===== config.mk =====
export PLATFORM = sky130hd
export DESIGN_NAME = adc_frontend_cond
export DESIGN_NICKNAME = d
export VERILOG_FILES = /design/src/rtl/adc_frontend_cond.sv
export SDC_FILE = /design/constraint.sdc
export NUM_CORES = 1
export LEC_CHECK = 0
export BUFFER_PORTS_ARGS = -buffer_cell sky130_fd_sc_hd__buf_2
export CAP_MARGIN = 20
export CELL_PAD_IN_SITES_DETAIL_PLACEMENT = 2
export CELL_PAD_IN_SITES_GLOBAL_PLACEMENT = 2
export CORE_MARGIN = 2
export CORE_UTILIZATION = 40
export DETAILED_ROUTE_END_ITERATION = 12
export GPL_TIMING_DRIVEN = 0
export PLACE_DENSITY = 0.94
export SLEW_MARGIN = 0
export SYNTH_ARGS = -nofsm -noshare
export SYNTH_HDL_FRONTEND = slang
export SYNTH_SLANG_ARGS = --single-unit

===== constraint.sdc =====
create_clock -name sys_clk -period 7.8 [get_ports sys_clk]
set_clock_uncertainty 0.1 [all_clocks]
set_input_delay 0.78 -clock sys_clk [delete_from_list [all_inputs] [get_ports sys_clk]]
set_output_delay 0.78 -clock sys_clk [all_outputs]
set_load 0.03 [all_outputs]

===== src/rtl/adc_frontend_cond.sv =====
// ADC input conditioner: code-format conversion, left-justification, optional DC removal,
// power-of-two gain with saturation, offset-binary DAC monitor word and held overrange flag.
module adc_frontend_cond #(
  parameter int ADC_W    = 12,
  parameter int OUT_W    = 16,
  parameter int DAC_W    = 14,
  parameter int DC_SHIFT = 10,
  parameter int OVR_HOLD = 4096
) (
  input  logic             sys_clk,
  input  logic             sys_rst,
  input  logic [ADC_W-1:0] adc_data_in,
  input  logic             adc_fmt,
  input  logic             dc_en,
  input  logic [2:0]       gain_shift,
  output logic [OUT_W-1:0] data_out,
  output logic             data_valid,
  output logic [DAC_W-1:0] dac_data_out,
  output logic [OUT_W-1:0] dc_est,
  output logic             ovr_flag
);

  localparam int ACC_W = OUT_W + DC_SHIFT;
  localparam int G_W   = OUT_W + 8;
  localparam int CNT_W = $clog2(OVR_HOLD + 1);

  localparam logic [ADC_W-1:0]      ADC_MAX = {1'b0, {(ADC_W-1){1'b1}}};
  localparam logic [ADC_W-1:0]      ADC_MIN = {1'b1, {(ADC_W-1){1'b0}}};
  localparam logic signed [G_W-1:0] SAT_MAX = {{(G_W-OUT_W+1){1'b0}}, {(OUT_W-1){1'b1}}};
  localparam logic signed [G_W-1:0] SAT_MIN = {{(G_W-OUT_W+1){1'b1}}, {(OUT_W-1){1'b0}}};

  logic [ADC_W-1:0] s1_reg;
  logic [OUT_W-1:0] s2_reg;
  logic [OUT_W:0]   d3_reg;
  logic             fs2_reg;
  logic             fs3_reg;
  logic [ACC_W-1:0] acc_reg;
  logic [3:0]       valid_sr_reg;
  logic [CNT_W-1:0] ovr_cnt_reg;

  logic                  raw_fs;
  logic [ACC_W-1:0]      acc_next;
  logic [OUT_W:0]        s2_ext;
  logic [OUT_W:0]        dc_ext;
  logic [OUT_W:0]        d3_next;
  logic signed [G_W-1:0] g_wide;
  logic signed [G_W-1:0] g_sat;
  logic                  gain_sat;
  logic                  ovr_event;

  assign raw_fs = (s1_reg == ADC_MAX) || (s1_reg == ADC_MIN);

  // The upper OUT_W accumulator bits are exactly acc >>> DC_SHIFT truncated to OUT_W.
  assign dc_est   = acc_reg[ACC_W-1:DC_SHIFT];
  assign acc_next = acc_reg + {{DC_SHIFT{s2_reg[OUT_W-1]}}, s2_reg}
                            - {{DC_SHIFT{dc_est[OUT_W-1]}}, dc_est};

  assign s2_ext  = {s2_reg[OUT_W-1], s2_reg};
  assign dc_ext  = {dc_est[OUT_W-1], dc_est};
  assign d3_next = dc_en ? (s2_ext - dc_ext) : s2_ext;

  always_comb begin
    g_wide   = {{7{d3_reg[OUT_W]}}, d3_reg} <<< gain_shift;
    g_sat    = g_wide;
    gain_sat = 1'b0;
    if (g_wide > SAT_MAX) begin
      g_sat    = SAT_MAX;
      gain_sat = 1'b1;
    end else if (g_wide < SAT_MIN) begin
      g_sat    = SAT_MIN;
      gain_sat = 1'b1;
    end
  end

  assign ovr_event  = fs3_reg || gain_sat;
  assign ovr_flag   = (ovr_cnt_reg != '0);
  assign data_valid = valid_sr_reg[3];

  always_ff @(posedge sys_clk) begin
    if (sys_rst) begin
      s1_reg       <= '0;
      s2_reg       <= '0;
      d3_reg       <= '0;
      fs2_reg      <= 1'b0;
      fs3_reg      <= 1'b0;
      acc_reg      <= '0;
      valid_sr_reg <= '0;
      ovr_cnt_reg  <= '0;
      data_out     <= '0;
      dac_data_out <= {1'b1, {(DAC_W-1){1'b0}}};
    end else begin
      s1_reg       <= {adc_data_in[ADC_W-1] ^ ~adc_fmt, adc_data_in[ADC_W-2:0]};
      s2_reg       <= {s1_reg, {(OUT_W-ADC_W){1'b0}}};
      fs2_reg      <= raw_fs;
      d3_reg       <= d3_next;
      fs3_reg      <= fs2_reg;
      acc_reg      <= acc_next;
      valid_sr_reg <= {valid_sr_reg[2:0], 1'b1};
      data_out     <= g_sat[OUT_W-1:0];
      dac_data_out <= {~g_sat[OUT_W-1], g_sat[OUT_W-2 -: DAC_W-1]};
      // Retriggerable hold: any event reloads, otherwise count down and stick at zero.
      if (ovr_event) begin
        ovr_cnt_reg <= CNT_W'(OVR_HOLD);
      end else if (ovr_cnt_reg != '0) begin
        ovr_cnt_reg <= ovr_cnt_reg - CNT_W'(1);
      end
    end
  end

endmodule


==> results of run 1 <==
==> synthesized netlist by cell type (11+ instances only) <==
master | count | area, sq um
mux2i_1 | 16 | 160.2
o21ai_0 | 26 | 130.1
nor3_1 | 11 | 55.05
a21o_1 | 15 | 112.6
dfxtp_1 | 103 | 2062
a211oi_1 | 13 | 97.59
buf_4 | 30 | 225.2
nor2_1 | 60 | 225.2
ha_1 | 42 | 525.5
nand2_1 | 41 | 153.9
fa_1 | 22 | 440.4
inv_1 | 84 | 315.3
xor2_1 | 13 | 113.9
xnor2_1 | 24 | 210.2
nor2b_1 | 37 | 231.5
clkbuf_1 | 13 | 48.80
nand3_1 | 14 | 70.07
a21oi_1 | 42 | 210.2
==> cells in the final DEF (no fill, tap or decap), drive strengths merged, types with 3 or more instances in the layout <==
master / count
o21ai: 26
nand4: 6
nor3: 11
nand2: 41
a311oi: 9
a211oi: 13
nand3: 14
and2: 4
ha: 42
nand2b: 8
fa: 22
xor2: 13
buf: 105
a41oi: 4
o211ai: 3
nor2: 63
a211o: 4
xnor2: 24
clkbuf: 24
mux2: 11
a21o: 15
dfxtp: 103
o21bai: 3
mux4: 5
o31ai: 6
a21oi: 42
o21a: 7
and4: 4
mux2i: 16
inv: 89
nor2b: 37
or2: 4
a31oi: 5
and3: 6
nor4: 6
==> critical path, stage by stage, from the launching register on <==
cell and delay, ps:
dfxtp_1 420, inv_1 230, fa_1 520, ha_1 370, o211a_1 160, a21oi_1 390, a211oi_1 190, o21ai_0 490
a21oi_1 250, a311oi_1 360, mux2_2 370
==> routing by layer <==
layer	vias to the layer above	GRT usage [%]	part of all wire [%]
li1	2646	-	-
met1	2997	33.00	40
met2	196	54.30	52
met3	67	5.363	4.5
met4	0	12.92	3.6
met5	-	0	0
==> power by group <==
group / switching, uW / internal (uW)
Clock: 233 / 238
Combinational: 1550 / 990
Sequential: 129 / 650
Total: 1910 / 1880
==> cell type report <==
class	count	area (sq um)	share of cell area, %
flip-flops and latches	103	2062	27.88
well taps	216	270.3	3.654
plain buffers	54	335.3	4.533
multi-input cells	499	3797	51.34
repair buffers	64	320.3	4.330
clock buffers	11	252.7	3.417
clock inverters	4	36.28	0.4905
inverters	86	322.8	4.364
==> cells by family after synthesis <==
logic type               share of synthesized area (%)
buffers and inverters                            10.10
adder cells (fa/ha/maj)                          14.82
AO/OA/AOI/OAI                                    15.40
flip-flops                                       31.64
XOR/XNOR                                         4.972
AND/OR/NAND/NOR                                  16.93
multiplexers                                     6.143
==> per-stage QoR <==
step	area [sq um]	cells
floorplan	6518	742
CTS	7397	1037
detailed placement	7108	1022
global route	7397	1037
global placement	7108	1022
finish	7397	1037
==> path summary, 6_finish.rpt <==
check | cells after the start | start | end | slack (ps)
setup / recovery | 10 | acc_reg[14]$_SDFF_PP0_ | acc_reg[24]$_SDFF_PP0_ | 3840
hold / removal | 1 | valid_sr_reg[1]$_SDFF_PP0_ | valid_sr_reg[2]$_SDFF_PP0_ | 360
setup reg to reg | 10 | acc_reg[14]$_SDFF_PP0_ | acc_reg[24]$_SDFF_PP0_ | 3840
hold reg to reg | 1 | valid_sr_reg[1]$_SDFF_PP0_ | valid_sr_reg[2]$_SDFF_PP0_ | 360
==> metrics.md, run 1 <==
| Metric | Value |
|---|---|
| Final Hold Vio Count | 0 |
| Drt first pass iters | 5 |
| TritonCTS clock tree | done |
| Worst setup margin | approximately 3800 ps |
| Fmax | roughly 250 MHz |
| First-pass GRT wire length | just under 40 mm |
| Final setup viols | 0 |
| Worst slew pin tran | 933.9 ps |
| Row Count | 46 |
| VDD IR max | ~0.22 mV |
| Pwr dens | 512.6 nW/um^2 |
| Die Area | 17,330 sq um |
| Critical Path AT | 4120 ps |
| Hold slack | about 360 ps |
| Pre-CTS setup slack | roughly 4000 ps |
| Ys flop type | dfxtp_1 |
| Ports | between 60 and 70 |
| Area growth syn-to-layout | 13.50% |
| Pin count of the biggest net entering global routing | 18 |
| HP Class | reg -> reg |
| Initial Util | between 40% and 50% |
| RSZ-0062 raised after global routing | no |
| Fillers | 1,792 |
| Worst skew pair latency | 370 ps |
| Diodes inserted | 0 |
| Num Clock Sinks | roughly 100 |
| Clock buffer depth | 2 |
| Die Ht | 131.6 um |
| Crit-path max FO | 4 |
| DIE WIDTH | around 130 um |
| Initial antenna violation count | 1 |
| Async set-or-reset flop fraction in the synthesized netlist | 0% |
| Outcome | finished clean |
| Util after Layout | between 40% and 50% |
| Critical path type | reg -> reg |
| Power consumption | between 3000 and 4000 uW |
| Post-synthesis sequential area ratio | a little under a third |
| Yosys cell types | 65 |
| Tmin final | roughly 4000 ps |
| Post-CTS Resized | 0 |
| H-Tree Depth | 3 |
| DR WL/cell | 24.30 um |
| Setup TNS | 0 ps |
| DP Wirelength | approximately 18 mm |
| Post-synth EDFFs | 0 |
| Total wire length | roughly 25 mm |
| GRT Util Overall | 29.48% |
| # nets final | 900 |
| DRT iter0 DRCs | ~300 |
| Root buffer cell | clkbuf_16 |
| Syn avg cell area | just under 9 sq um |
| Max-slew headroom | a little under two fifths |
| Final Max Slew Viols | 0 |
| Vias | slightly below 6,000 |
| Layout cells sized above 1 | 17.54% |
| Post-CTS setup buffer count | 0 |
| Pleak | 0.003444 uW |
| Post-Synthesis Cells | between 700 and 800 |
| Syn Nets | a little over 800 |
| Drt drc | 0 |
| Max capacitance violation total | 0 |
| Core Footprint | 15,890 sq um |
| Critical Path End Type | flip-flop |
| Vias per inst | 5.695 |
| Max reg flops | 26 |
| Mapped cell area | around 6500 sq um |
| Worst setup SP type | flip-flop |
| Final Wtd Congestion | slightly below 0.9 |
| Clk slew on worst S/H paths | about 80 ps |
| CTS Hold Bufs | 0 |
| Antenna Nets Post-Route | 0 |
| Synth Register Bits | 103 |
| Vias in the first global route | just under 7,000 |
| Critical Path RT | between 7000 and 8000 ps |
| TritonCTS Buffers | 9 |
| Part of the cycle the worst path needs | roughly half |
| GR Overflow Total | 0 |
| # port buffers | between 60 and 70 |
| Syn. warnings | 0 |
No activity file was read; power rests on OpenSTA's default activity.
==> run 2, diff against run 1 <==
--- a/config.mk
+++ b/config.mk
@@ -10,10 +10,10 @@
 export CELL_PAD_IN_SITES_DETAIL_PLACEMENT = 2
 export CELL_PAD_IN_SITES_GLOBAL_PLACEMENT = 2
 export CORE_MARGIN = 2
-export CORE_UTILIZATION = 40
+export CORE_UTILIZATION = 33
 export DETAILED_ROUTE_END_ITERATION = 12
 export GPL_TIMING_DRIVEN = 0
-export PLACE_DENSITY = 0.94
+export PLACE_DENSITY = 0.83
 export SLEW_MARGIN = 0
 export SYNTH_ARGS = -nofsm -noshare
 export SYNTH_HDL_FRONTEND = slang
==> constraint.sdc (replaced) <==
create_clock -name sys_clk -period 3.6 [get_ports sys_clk]
set_clock_uncertainty 0.1 [all_clocks]
set_input_delay 0.36 -clock sys_clk [delete_from_list [all_inputs] [get_ports sys_clk]]
set_output_delay 0.36 -clock sys_clk [all_outputs]
set_load 0.03 [all_outputs]
==> metrics.md, run 2 (synthesis results as in run 1) <==
| Metric | Value |
|---|---|
| Comb pwr share | around two thirds |
| Pleak | roughly 0.0035 uW |
| Die Area | ~21,000 sq um |
| Core Footprint | 19,400 sq um |
| Critical Path RT | 3760 ps |
| Max capacitance violation total | 0 |
| Worst slew pin tran | 844.1 ps |
| Crit-path max FO | 4 |
| First-pass GRT wire length | around 32 mm |
| Part of the cycle the worst path needs | around 95% |
| DR WL/cell | ~18 um |
| Most common cell after layout, fill and taps aside | dfxtp_1 |
| Final Hold Vio Count | 0 |
| TritonCTS Buffers | 9 |
| Most frequent cells in the layout | dfxtp_1, inv_1, buf_2, nor2_1, ha_1 |
| Worst setup path start | acc_reg[11]$_SDFF_PP0_ |
| CTS Hold Bufs | 0 |
| Layout cells sized above 1 | between 10% and 20% |
| Vias | around 5,500 |
| Pre-CTS setup slack | -227.5 ps |
| Sequential share of power | about a fifth |
| Tmin final | between 3000 and 4000 ps |
| Pwr dens | around 1100 nW/um^2 |
| Clock buffer depth | 2 |
| HP Class | in -> reg |
| Vias per inst | between 5 and 6 |
| Final Wtd Congestion | about 0.84 |
| Total wire length | 19.79 mm |
| Switching power | roughly 3800 uW |
| TritonCTS clock tree | done |
| Clk slew on worst S/H paths | ~80 ps |
| # port buffers | 64 |
| Design area | ~7500 sq um |
| Area growth syn-to-layout | 15.13% |
| VDD IR max | between 0.5 and 0.6 mV |
| Outcome | finished clean |
| Antenna Nets Post-Route | 0 |
| Worst setup margin | 182.6 ps |
| Sw Ratio | roughly half |
| Worst setup SP type | flip-flop |
| # nets final | 900 |
| Worst skew pair latency | about 370 ps |
| Clk network pwr share | between 10 and 15% |
| Critical Path AT | ~3600 ps |
| Drt first pass iters | 4 |
| Critical path type | reg -> reg |
| Worst r2r path cells | 11 |
| Diodes inserted | 0 |
| Hold Startpoint | adc_data_in[7] |
| Num Clock Sinks | a little over 100 |
| Ports | 67 |
| Power consumption | 7886 uW |
| Post-Place Cell Area | 7169 sq um |
| Initial Util | around a third |
| GR Overflow Total | 0 |
| Setup TNS | 0 ps |
| Max reg flops | 26 |
| Reg2reg setup slack | 180 ps |
| Pin count of the biggest net entering global routing | 19 |
| Setup crit end | acc_reg[23]$_SDFF_PP0_ |
| Root buffer cell | clkbuf_16 |
| Drt drc | 0 |
| Reg-to-reg endpoint | acc_reg[23]$_SDFF_PP0_ |
| Initial antenna violation count | 0 |
| GRT Util Overall | about 20% |
| DRT iter0 DRCs | just over 200 |
| Max-slew headroom | 43.65% |
| DP Wirelength | 15.41 mm |
| Fillers | ~2,300 |
| Critical Path End Type | flip-flop |
| H-Tree Depth | 3 |
| Worst reg2reg path startpoint | acc_reg[11]$_SDFF_PP0_ |
| Final Max Slew Viols | 0 |
| Final setup viols | 0 |
| DIE WIDTH | 144.5 um |
| Util after Layout | around two fifths |
| Row Count | a little over 50 |
| Cell internal pwr | around 4000 uW |
| Fmax | between 200 and 300 MHz |
| Die Ht | 144.5 um |
| Vias in the first global route | 5,977 |
| RSZ-0062 raised after global routing | yes |
run 2: changes by cell type in the layout (fill, tap and decap cells not counted), moves of 2 or more:
cell      delta
a21oi_1      -4
a21oi_2      +4
clkbuf_8     -2
clkinv_2     +3
run 2: cell type report:
type	instances	area [sq um]	area share [%]
Sequential cell	103	2063	27.50
Inverter	86	322.8	4.302
Clock inverter	7	53.80	0.7170
Clock buffer	9	225.2	3.001
Timing Repair Buffer	64	320.3	4.269
Multi-Input combinational cell	499	3851	51.33
Tap cell	265	331.6	4.419
Buffer	54	335.3	4.469
run 2: stage by stage:
stage	hold slack, ps	std cells
after floorplan	313.8	742
after global placement	317.7	1071
after detailed placement	327.3	1071
after CTS	99.89	1087
after global routing	127.7	1087
final	107.7	1087
run 2: critical path, cell delays in order, from the launching register on:
cell      delay (ps)
dfxtp_1          400
inv_1            160
ha_1             330
ha_1             250
fa_1             410
a21o_1           210
a221oi_4         330
o21bai_2         170
a31o_2           320
a21oi_2          210
o21ai_0          130
mux2_2           280
run 2: timing repair:
action / 4_1_cts / 5_1_grt
endpoints found under the setup margin: 6 / 3
cloned: 0 / 0
pin swaps: 0 / 1
buffers inserted: 0 / 0
endpoints found under the hold margin: 0 / 0
gates resized for setup: 5 / 7
run 2: power by group through the flow:
stage                     sequential [uW]  clock [uW]  combinational [uW]
after floorplan                      1670           0                3780
after global placement               1660           0                4780
after detailed placement             1680           0                5020
after CTS                            1660         999                5190
after global routing                 1690        1040                5870
final                                1650         975                5260
run 2: how the worst min path moves through the flow:
stage | slack (ps) | end | cells after the start
finish | 110 | s1_reg[7]$_SDFF_PP0_ | 2
global route | 130 | s1_reg[5]$_SDFF_PP0_ | 2
CTS | 100 | s1_reg[5]$_SDFF_PP0_ | 2
detailed placement | 330 | fs3_reg$_SDFF_PP0_ | 1
global placement | 320 | valid_sr_reg[2]$_SDFF_PP0_ | 1
floorplan | 310 | fs3_reg$_SDFF_PP0_ | 1
run 2: per-layer routing:
layer  GRT usage, %  wire [um]
met2          35.89      10070
met1          24.72       8927
met5              0          0
met4          6.541        287
met3          2.185        505
